## config.mk

```make
export PLATFORM = sky130hd
export DESIGN_NAME = data_mem_arbiter
export DESIGN_NICKNAME = d
export VERILOG_FILES = /design/src/rtl/dmem_pkg.sv /design/src/rtl/rr_arb2.sv /design/src/rtl/data_mem_arbiter.sv
export SDC_FILE = /design/constraint.sdc
export NUM_CORES = 1
export LEC_CHECK = 0
export ABC_AREA = 1
export BUFFER_PORTS_ARGS = -buffer_cell sky130_fd_sc_hd__buf_2
export CAP_MARGIN = 20
export CORE_UTILIZATION = 48
export CTS_BUF_LIST = sky130_fd_sc_hd__clkbuf_4
export CTS_CLUSTER_DIAMETER = 50
export DETAILED_ROUTE_END_ITERATION = 12
export GPL_TIMING_DRIVEN = 1
export PLACE_DENSITY = 0.78
export SKIP_LAST_GASP = 1
export SLEW_MARGIN = 0
export SYNTH_ARGS = -nofsm -noshare
export SYNTH_HDL_FRONTEND = slang
export SYNTH_SLANG_ARGS = --single-unit
```

## constraint.sdc

```tcl
create_clock -name clk -period 1.59 [get_ports clk]
set_input_delay 0.159 -clock clk [delete_from_list [all_inputs] [get_ports clk]]
set_output_delay 0.159 -clock clk [all_outputs]
set_load 0.005 [all_outputs]
```

## src/rtl/dmem_pkg.sv

```systemverilog
// Shared definitions for the data-memory arbiter: default depth, FSM states and
// port-select encoding.
package dmem_pkg;

  localparam int unsigned DEPTH_DEFAULT = 10;

  typedef enum logic {StIdle, StAccess} state_e;

  localparam logic SEL_A = 1'b0;
  localparam logic SEL_B = 1'b1;

endpackage

```

## src/rtl/rr_arb2.sv

```systemverilog
// Two-way round-robin picker: a sole requester always wins, a tie goes to the port
// that did not win last time.
module rr_arb2
  import dmem_pkg::*;
(
  input  logic       req_a,
  input  logic       req_b,
  input  logic       last_grant,
  output logic [1:0] gnt
);

  always_comb begin
    gnt    = 2'b00;
    gnt[0] = req_a & (~req_b | (last_grant == SEL_B));
    gnt[1] = req_b & (~req_a | (last_grant == SEL_A));
  end

endmodule

```

## src/rtl/data_mem_arbiter.sv

```systemverilog
// Shares a single-port data memory between requesters A and B: round-robin grant,
// one access cycle, registered response, out-of-range addresses trapped.
module data_mem_arbiter
  import dmem_pkg::*;
#(
  parameter int unsigned DEPTH = DEPTH_DEFAULT,
  parameter int unsigned AW    = 32,
  parameter int unsigned DW    = 32
) (
  input  logic          clk,
  input  logic          rst_n,
  input  logic          a_req,
  input  logic          a_we,
  input  logic [AW-1:0] a_addr,
  input  logic [DW-1:0] a_wdata,
  output logic          a_gnt,
  output logic          a_rvalid,
  output logic [DW-1:0] a_rdata,
  output logic          a_err,
  input  logic          b_req,
  input  logic          b_we,
  input  logic [AW-1:0] b_addr,
  input  logic [DW-1:0] b_wdata,
  output logic          b_gnt,
  output logic          b_rvalid,
  output logic [DW-1:0] b_rdata,
  output logic          b_err,
  output logic          mem_we,
  output logic [AW-1:0] mem_addr,
  output logic [DW-1:0] mem_wdata,
  input  logic [DW-1:0] mem_rdata
);

  state_e        state_q;
  logic          last_q;
  logic          sel_q;
  logic          we_q;
  logic [AW-1:0] addr_q;
  logic [DW-1:0] wdata_q;
  logic          a_rvalid_q, b_rvalid_q, a_err_q, b_err_q;
  logic [DW-1:0] a_rdata_q, b_rdata_q;

  logic          idle;
  logic          in_range;
  logic          access;
  logic [1:0]    arb_gnt;
  logic [DW-1:0] rsp_data;

  assign idle   = (state_q == StIdle);
  assign access = (state_q == StAccess);

  // Requests are masked in ACCESS so no grant can ever be issued there.
  rr_arb2 u_rr_arb2 (
    .req_a      (a_req & idle),
    .req_b      (b_req & idle),
    .last_grant (last_q),
    .gnt        (arb_gnt)
  );

  assign a_gnt = arb_gnt[0];
  assign b_gnt = arb_gnt[1];

  assign in_range = (addr_q < AW'(DEPTH));

  // Memory side is driven only during ACCESS; an async reset drops mem_we at once.
  assign mem_we    = access & we_q & in_range;
  assign mem_addr  = access ? addr_q  : '0;
  assign mem_wdata = access ? wdata_q : '0;
  assign rsp_data  = (in_range && !we_q) ? mem_rdata : '0;

  assign a_rvalid = a_rvalid_q;
  assign a_rdata  = a_rdata_q;
  assign a_err    = a_err_q;
  assign b_rvalid = b_rvalid_q;
  assign b_rdata  = b_rdata_q;
  assign b_err    = b_err_q;

  always_ff @(posedge clk or negedge rst_n) begin
    if (!rst_n) begin
      state_q    <= StIdle;
      last_q     <= SEL_B;
      sel_q      <= SEL_A;
      we_q       <= 1'b0;
      addr_q     <= '0;
      wdata_q    <= '0;
      a_rvalid_q <= 1'b0;
      a_rdata_q  <= '0;
      a_err_q    <= 1'b0;
      b_rvalid_q <= 1'b0;
      b_rdata_q  <= '0;
      b_err_q    <= 1'b0;
    end else begin
      case (state_q)
        StIdle: begin
          a_rvalid_q <= 1'b0;
          b_rvalid_q <= 1'b0;
          if (arb_gnt[0]) begin
            state_q <= StAccess;
            sel_q   <= SEL_A;
            last_q  <= SEL_A;
            we_q    <= a_we;
            addr_q  <= a_addr;
            wdata_q <= a_wdata;
          end else if (arb_gnt[1]) begin
            state_q <= StAccess;
            sel_q   <= SEL_B;
            last_q  <= SEL_B;
            we_q    <= b_we;
            addr_q  <= b_addr;
            wdata_q <= b_wdata;
          end
        end
        StAccess: begin
          state_q <= StIdle;
          if (sel_q == SEL_A) begin
            a_rvalid_q <= 1'b1;
            a_rdata_q  <= rsp_data;
            a_err_q    <= ~in_range;
          end else begin
            b_rvalid_q <= 1'b1;
            b_rdata_q  <= rsp_data;
            b_err_q    <= ~in_range;
          end
        end
        default: state_q <= StIdle;
      endcase
    end
  end

endmodule

```

==> run_results.csv, run 1 <==
group,metric,value,unit
yosys,yosysTopAreaCell,"dfrtp_1",
status,status,"did not finish",
floorplanning,core.rowCount,42,
status,error,"[ERROR GRT-0232] Routing congestion too high. Check the congestion heatmap in the GUI.",
placed_design,gp_congestion,0.838,
grt,antenna_found_initial,11,
yosys,netlist_instances,834,
yosys,yosysWarnings,0,
placed_design,place.detailed.hpwl,13.4,mm
grt,grt_max_degree,81,
grt,grt_remaining_overflow,62,
grt,grtUsageTotal,80.6,%
placed_design,io_buffers,300,
timing,worst_path_end_type,"top-level output",
cts,htreeDepth,4,
yosys,syn_area_per_cell,7.75,um^2
yosys,syn_area,6470,um^2
yosys,synth.area.top_cells,"dfrtp_1 (52%), nand2_1 (20%), a31oi_1 (6.3%)",
floorplanning,dieWidth,118,um
cts,numCtsBuffers,17,
cts,root_buffer,"clkbuf_4",
yosys,netlist.area_leader.share,52.2,%
yosys,synth_seq_cells,136,
floorplanning,die-height,118,um
yosys,synth.distinct_cells,21,
status,haltStage,"global routing (5_1_grt)",
floorplanning,start_util,49.0,%
floorplanning,num_io_pins,301,
cts,clockBufferDepth,2,
placed_design,placed_cell_area,8230,um^2
timing,grt_worst_setup_endpoint,"mem_we",
cts,clock_sinks,136,
yosys,syn_nets,1000,
yosys,synth_seq_area_share,52.7,%
-- synthesized netlist by cell type, drive strengths merged --
cell type and instances:
nor2 87, nand3 1, nand4 64, dfrtp 135
clkbuf 18, dfstp 1, inv 71, buf 43
a31oi 65, o21ai 3, clkinv 1, a21oi 2
nand2 342, and3 1
-- kinds of logic after synthesis --
group                  Yosys count  share of synthesized area, %
AOI/OAI and AO/OA               70                          6.85
and+or+nand+nor                495                          31.4
buffers and inverters          133                          9.11
DFF                            136                          52.7
-- through the flow --
stage	cells	setup WS (ns)	hold slack [ns]
4_1_cts	1493	-0.346	0.0705
3_5_place_dp	1273	0.0413	0.105
3_3_place_gp	1273	0.101	0.110
2_1_floorplan	834	0.235	-0.137
-- layer usage --
| metal | GRT usage (%) | GRT overflow |
|---|---|---|
| met1 | 81.7 | 0 |
| met2 | 96.2 | 34 |
| met3 | 65.0 | 1 |
| met4 | 82.2 | 27 |
| met5 | 22.1 | 0 |
-- timing repair --
| item | 4_1_cts |
|---|---|
| setup endpoints to repair | 67 |
| setup buffers | 13 |
| pin swaps | 19 |
| hold buffers | 166 |
| hold endpoints to repair | 267 |
| resized for setup | 100 |
| cloned | 11 |
==> inputs of run 2 (changes only) <==
--- a/config.mk
+++ b/config.mk
@@ -8,12 +8,10 @@
 export ABC_AREA = 1
 export BUFFER_PORTS_ARGS = -buffer_cell sky130_fd_sc_hd__buf_2
 export CAP_MARGIN = 20
-export CORE_UTILIZATION = 48
-export CTS_BUF_LIST = sky130_fd_sc_hd__clkbuf_4
-export CTS_CLUSTER_DIAMETER = 50
+export CORE_UTILIZATION = 40
 export DETAILED_ROUTE_END_ITERATION = 12
 export GPL_TIMING_DRIVEN = 1
-export PLACE_DENSITY = 0.78
+export PLACE_DENSITY_LB_ADDON = 0.15
 export SKIP_LAST_GASP = 1
 export SLEW_MARGIN = 0
 export SYNTH_ARGS = -nofsm -noshare
==> run_results.csv, run 2 <==
group,metric,value,unit
cts,cts_tree,"done",
setup_path,worst_setup_path_end_kind,"output pin",
setup_path,required,1.43,ns
timing,period_minus_slack,1.75,ns
route,ant_nets,0,
floorplanning,dieWidth,129,um
yosys,yosysMostFrequentCell,"nand2_1",
grt,grt_max_degree,58,
setup_path,cp-startpoint,"addr_q[8]",
power,p_per_area,1080,nW/um^2
floorplanning,core_area,15800,um^2
cells_and_area,final_cell_mix,"nand2_1 (318), buf_2 (292), dfrtp_1 (134), dlygate4sd3_1 (118), nor2_1 (79)",
status,status,"finished, violations left",
route,via_count,7396,
cts,clockBufferDepth,2,
setup_path,cpPeakStageDelay,0.37,ns
floorplanning,dieArea,16700,um^2
cells_and_area,n_antenna_cell,0,
setup_path,critical_path_class,"reg2out",
floorplanning,die-height,129,um
grt,grt_pass1_wl,34.8,mm
route,dr.first_iter.drc_count,501,
timing,fin_crit_sh,110,%
grt,antenna_found_initial,0,
timing,slew_headroom,73.6,%
yosys,synth_seq_area_share,52.7,%
setup_path,r2r_start,"access",
cells_and_area,final_common_cell,"nand2_1",
yosys,netlist_instances,834,
grt,grt_pass1_vias,7038,
timing,finalSetupViolCount,7,
worst_hold_path,worstHoldStart,"a_wdata[7]",
setup_path,crit_path_start_kind,"register",
placed_design,place.detailed.hpwl,13.3,mm
yosys,yosys_most_used_dff,"dfrtp_1",
route,detail_route.wl_per_cell,15.9,um
yosys,synth_edf_count,0,
cells_and_area,layout-drive-gt1-share,34.6,%
cts,clock_sinks,136,
setup_path,cp.arrival,1.59,ns
floorplanning,core.rowCount,46,
cells_and_area,regArea,3410,um^2
timing,max_freq,0.571,GHz
yosys,netlist.area_leader.share,52.2,%
yosys,synth_seq_cells,136,
run,cap_violations,0,
placed_design,placed_cell_area,8260,um^2
route,viasPerCell,4.94,
placed_design,io_buffers,300,
cts,numCtsBuffers,17,
floorplanning,start_util,40.9,%
timing,finalHoldViolCount,0,
cts,htreeDepth,4,
setup_path,crit_path_cell_trace,"nor2_1 > nand2_1 > nor2_2 > nand2_2 > nor2_4 > and3_1 > buf_2",
cts,clk_pin_slew,0.06,ns
yosys,synth.distinct_cells,21,
timing,worst_slew_pin_slew,0.396,ns
yosys,synthTopCellsByCount,"nand2_1 (341), dfrtp_1 (135), nor2_1 (85)",
yosys,syn_area_per_cell,7.75,um^2
cells_and_area,num-nets-final,1435,
yosys,async_reset_ff_share,100,%
floorplanning,num_io_pins,301,
timing,worst_slack,-0.160,ns
yosys,syn_nets,1000,
yosys,syn_area,6470,um^2
placed_design,gp_congestion,0.798,
route,routed_wl,23.8,mm
setup_path,path_max_fanout,2,
route,first_pass_iters,5,
timing,maxSlewViolCount,0,
timing,skew,0.00870,ns
status,violations,"negative setup slack",
power,peakVddDrop,0.756,mV
power,power,11.5,mW
setup_path,crit_path_top_delay_cell,"dfrtp_1",
cts,root_buffer,"clkbuf_16",
cells_and_area,syn_to_final_growth,65.0,%
yosys,synth.area.top_cells,"dfrtp_1 (52%), nand2_1 (20%), a31oi_1 (6.3%)",
grt,grtUsageTotal,26.9,%
cells_and_area,stdcell_area,10700,um^2
timing,grt_setup_unrepaired,"true",
cells_and_area,multi_input_area,2630,um^2
cells_and_area,fillers,1259,
power,p_leak,6.04,nW
grt,grt_remaining_overflow,0,
route,drc_errors,0,
worst_hold_path,holdCritPathClass,"in2reg",
yosys,yosysTopAreaCell,"dfrtp_1",
yosys,yosysWarnings,0,
cts,clk_latency,0.41,ns
[run 2: cell counts after synthesis]
Identical to the previous run, type by type.
[run 2: logic make-up (layout without fill, tap and decap cells)]
| group | count (synthesis) | in the layout | share of synthesized area, % |
|---|---|---|---|
| AO/OA/AOI/OAI | 70 | 70 | 6.85 |
| buffers and inverters | 133 | 581 | 9.11 |
| flip-flops | 136 | 136 | 52.7 |
| AND/OR/NAND/NOR | 495 | 495 | 31.4 |
[run 2: area by class of cell]
type,count,share of cell area [%]
Multi-Input combinational cell,565,24.6
Inverter,72,2.60
Sequential cell,136,31.9
Tap cell,216,2.53
Clock inverter,14,1.17
Timing Repair Buffer,477,33.1
Clock buffer,18,4.12
[run 2: per-layer routing]
| layer | vias up | GRT usage (%) | share of wire, % |
|---|---|---|---|
| met5 | - | 0 | 0 |
| met4 | 0 | 12.4 | 2.9 |
| met3 | 51 | 6.52 | 7.2 |
| met2 | 349 | 45.4 | 49 |
| met1 | 3450 | 32.6 | 41 |
| li1 | 3546 | - | - |
[run 2: final timing paths]
| kind | to | slack, ns | cells after the start |
|---|---|---|---|
| setup / recovery | mem_we | -0.16 | 7 |
| min in group asynchronous | b_rdata[10] | 0.20 | 2 |
| setup reg to reg | addr_q[25] | 0.03 | 7 |
| hold reg to reg | b_rdata[28] | 0.47 | 2 |
| hold / removal | wdata_q[7] | 0.01 | 3 |
| max in group asynchronous | last_q | 0.81 | 3 |
[run 2: timing repair]
action	in CTS	in global routing
pin swaps	8	9
endpoints found under the setup margin	5	164
hold endpoints to repair	191	0
hold buffers	118	0
setup buffers	15	8
gates cloned	3	9
gates resized for setup	4	71
[run 2: critical path: cells and delay by family, from the launching register on]
| family | cells | cell delay, ns |
|---|---|---|
| AND/OR/NAND/NOR | 6 | 0.69 |
| buffers and inverters | 1 | 0.12 |
| flip-flops | 1 | 0.37 |
[run 2: power by group]
group	internal, mW	switching, mW
logic	1.59	1.85
clock network	2.20	1.58
registers	3.94	0.343
total	7.73	3.77
[run 2: through the flow]
step | instances | TNS, ns | setup slack (ns) | hold WS [ns] | util [%]
3_3_place_gp | 1313 | 0 | 0.0737 | 0.0763 | 52.2
2_1_floorplan | 834 | 0 | 0.235 | -0.137 | -
5_1_grt | 1498 | -2.77 | -0.244 | 0.00685 | 67.4
3_5_place_dp | 1313 | 0 | 0.0352 | 0.0748 | 52.2
4_1_cts | 1481 | -0.357 | -0.148 | 0.0000483 | 64.6
6_report | 1498 | -0.202 | -0.160 | 0.0122 | 67.4
Power figures use the tool's default switching activity.
==> inputs of run 3 (changes only) <==
--- a/config.mk
+++ b/config.mk
@@ -5,7 +5,6 @@
 export SDC_FILE = /design/constraint.sdc
 export NUM_CORES = 1
 export LEC_CHECK = 0
-export ABC_AREA = 1
 export BUFFER_PORTS_ARGS = -buffer_cell sky130_fd_sc_hd__buf_2
 export CAP_MARGIN = 20
 export CORE_UTILIZATION = 40
==> run_results.csv, run 3 <==
group,metric,value,unit
status,status,"finished, violations left",
status,violations,"negative hold slack, negative setup slack",
yosys,async_reset_ff_share,100,%
setup_path,crit_path_cell_trace,"nor4_2 > buf_4 > nand4_1 > buf_6 > buf_4 > buf_12 > bufbuf_16 > o31ai_2",
setup_path,crit_top_cell,"buf_4",
yosys,yosysMostFrequentCell,"dfrtp_1",
worst_hold_path,worstHoldStart,"b_wdata[21]",
setup_path,r2r_start,"addr_q[27]",
grt,grt_remaining_overflow,0,
floorplanning,die-height,136,um
cells_and_area,layout-drive-gt1-share,52.9,%
cells_and_area,multi_input_area,4400,um^2
power,p_leak,5.58,nW
timing,skew,0.0126,ns
floorplanning,core_area,17400,um^2
yosys,synth.distinct_cells,32,
placed_design,place_ws,-0.214,ns
floorplanning,dieWidth,136,um
yosys,yosysTopAreaCell,"dfrtp_1",
timing,whs,-0.00449,ns
floorplanning,dieArea,18500,um^2
yosys,netlist_instances,796,
setup_path,r2r-end,"a_rdata[29]",
floorplanning,core.rowCount,48,
cts,cts_tree,"done",
cts,clockBufferDepth,2,
route,viasPerCell,5.42,
cts,root_buffer,"clkbuf_16",
run,cap_violations,0,
timing,finalHoldViolCount,1,
floorplanning,start_util,41.2,%
timing,worst_slew_pin_slew,0.379,ns
cts,clk_pin_slew,0.06,ns
setup_path,crit_family,"buffers and inverters",
cts,htreeDepth,4,
timing,slew_headroom,74.8,%
route,detail_route.wl_per_cell,19.7,um
placed_design,placed_cell_area,9260,um^2
power,internal-power,8.39,mW
worst_hold_path,holdPathEnd,"wdata_q[21]",
worst_hold_path,holdCritPathClass,"in2reg",
yosys,syn_area_per_cell,9.01,um^2
grt,grtUsageTotal,27.0,%
route,routed_wl,27.5,mm
setup_path,worst_setup_path_end_kind,"register",
yosys,yosysWarnings,0,
setup_path,cp-startpoint,"addr_q[27]",
setup_path,reg2reg_depth,8,
route,drc_errors,0,
power,peakVddDrop,0.796,mV
grt,grt_pass1_wl,38.0,mm
cts,numCtsBuffers,17,
cells_and_area,fillers,1279,
route,via_count,7599,
cts,clk_latency,0.43,ns
power,p_sw_share,29.6,%
cells_and_area,stdcell_area,12400,um^2
placed_design,place.detailed.hpwl,16.0,mm
floorplanning,num_io_pins,301,
yosys,synth_seq_cells,136,
timing,finalSetupViolCount,153,
yosys,synth.area.top_cells,"dfrtp_1 (47%), nand2_1 (6.7%), a31oi_1 (5.7%)",
setup_path,cpPeakStageDelay,0.40,ns
placed_design,gp_congestion,0.819,
cells_and_area,post-route-util,70.9,%
grt,grt_max_degree,71,
setup_path,path_max_fanout,7,
cts,clock_sinks,136,
route,dr.first_iter.drc_count,434,
route,first_pass_iters,5,
placed_design,io_buffers,300,
timing,maxSlewViolCount,0,
power,combPwrFrac,30.9,%
route,ant_nets,0,
grt,grt_pass1_vias,7114,
timing,max_freq,0.483,GHz
setup_path,critical_path_class,"reg2reg",
power,switching_power,3.53,mW
cells_and_area,regArea,3410,um^2
power,clkPwrFrac,34.5,%
yosys,yosys_most_used_dff,"dfrtp_1",
timing,grt_setup_unrepaired,"true",
setup_path,required,1.92,ns
yosys,syn_nets,962,
cells_and_area,final_cell_mix,"buf_2 (256), dfrtp_1 (134), nand2_1 (128), nor2_1 (65), a31oi_1 (58)",
yosys,synth_seq_area_share,47.5,%
setup_path,path_buf_inv,5,
setup_path,cp.arrival,2.40,ns
setup_path,crit_path_top_delay_cell,"dfrtp_1",
timing,worst_slack,-0.482,ns
cells_and_area,num-nets-final,1327,
timing,fin_crit_sh,130,%
yosys,netlist.area_leader.share,47.1,%
power,p_per_area,965,nW/um^2
power,p_seq_share,34.6,%
yosys,syn_area,7170,um^2
setup_path,rrSetupSlack,-0.48,ns
setup_path,crit_path_start_kind,"register",
cells_and_area,syn_to_final_growth,72.3,%
grt,antenna_found_initial,3,
timing,period_minus_slack,2.07,ns
yosys,synthTopCellsByCount,"dfrtp_1 (135), nand2_1 (128), nor2_1 (66), o21ai_0 (66)",
cells_and_area,final_common_cell,"buf_2",
yosys,synth_edf_count,0,
worst_hold_path,whs_path_depth,3,
## run 3: cell families after synthesis
logic type | after synthesis | share of synthesized area (%)
DFF | 136 | 47.5
and+or+nand+nor | 373 | 28.2
AOI/OAI and AO/OA | 203 | 19.3
buffers and inverters | 84 | 5.03
## run 3: worst max path at each step
| stage | endpoint | cells after the start |
|---|---|---|
| 5_1_grt | a_rdata[29] | 8 |
| 2_1_floorplan | addr_q[27] | 5 |
| 3_5_place_dp | mem_we | 6 |
| 4_1_cts | mem_we | 6 |
| 3_3_place_gp | mem_we | 5 |
| 6_report | a_rdata[29] | 8 |
## run 3: timing repair
action	4_1_cts	5_1_grt
hold buffers	18	0
hold endpoints to repair	83	0
gates cloned	14	13
setup buffers	13	17
setup endpoints to repair	104	166
pin swaps	14	55
resized for setup	111	205
## run 3: power groups by stage
stage / Combinational (mW) / Sequential, mW / Clock [mW]
CTS: 2.91 / 4.10 / 4.16
global route: 3.94 / 4.17 / 4.29
floorplan: 1.32 / 4.07 / 0
global placement: 2.49 / 4.12 / 0
detailed placement: 2.48 / 4.14 / 0
finish: 3.68 / 4.12 / 4.12
## run 3: routing by layer
metal / up-vias / track usage [%] / part of all wire [%]
met3: 66 / 5.70 / 6.8
met5: - / 0 / 0
met4: 0 / 9.81 / 3.3
li1: 3511 / - / -
met1: 3690 / 33.0 / 38
met2: 332 / 46.9 / 52
## run 3: final cells by class
cell class,count,area share [%]
repair buffers,426,29.4
inverters,3,0.152
multi-input cells,577,35.6
flip-flops and latches,136,27.6
diodes,3,0.0608
well taps,225,2.28
clock buffers,20,3.78
clock inverters,11,1.17
## run 3: worst reg2reg max path, delay by kind of cell, from the launching register on
family	cells	cell delay, ns
AND/OR/NAND/NOR	2	0.43
buffers and inverters	5	0.92
AO/OA/AOI/OAI	1	0.23
flip-flops	1	0.40
## run 3: through the flow
stage | instances | TNS [ns] | total power [mW]
2_1_floorplan | 796 | 0 | 5.39
3_3_place_gp | 1299 | -3.05 | 6.60
3_5_place_dp | 1299 | -8.87 | 6.62
4_1_cts | 1374 | -25.98 | 11.2
5_1_grt | 1400 | -39.96 | 12.4
6_report | 1401 | -31.13 | 11.9
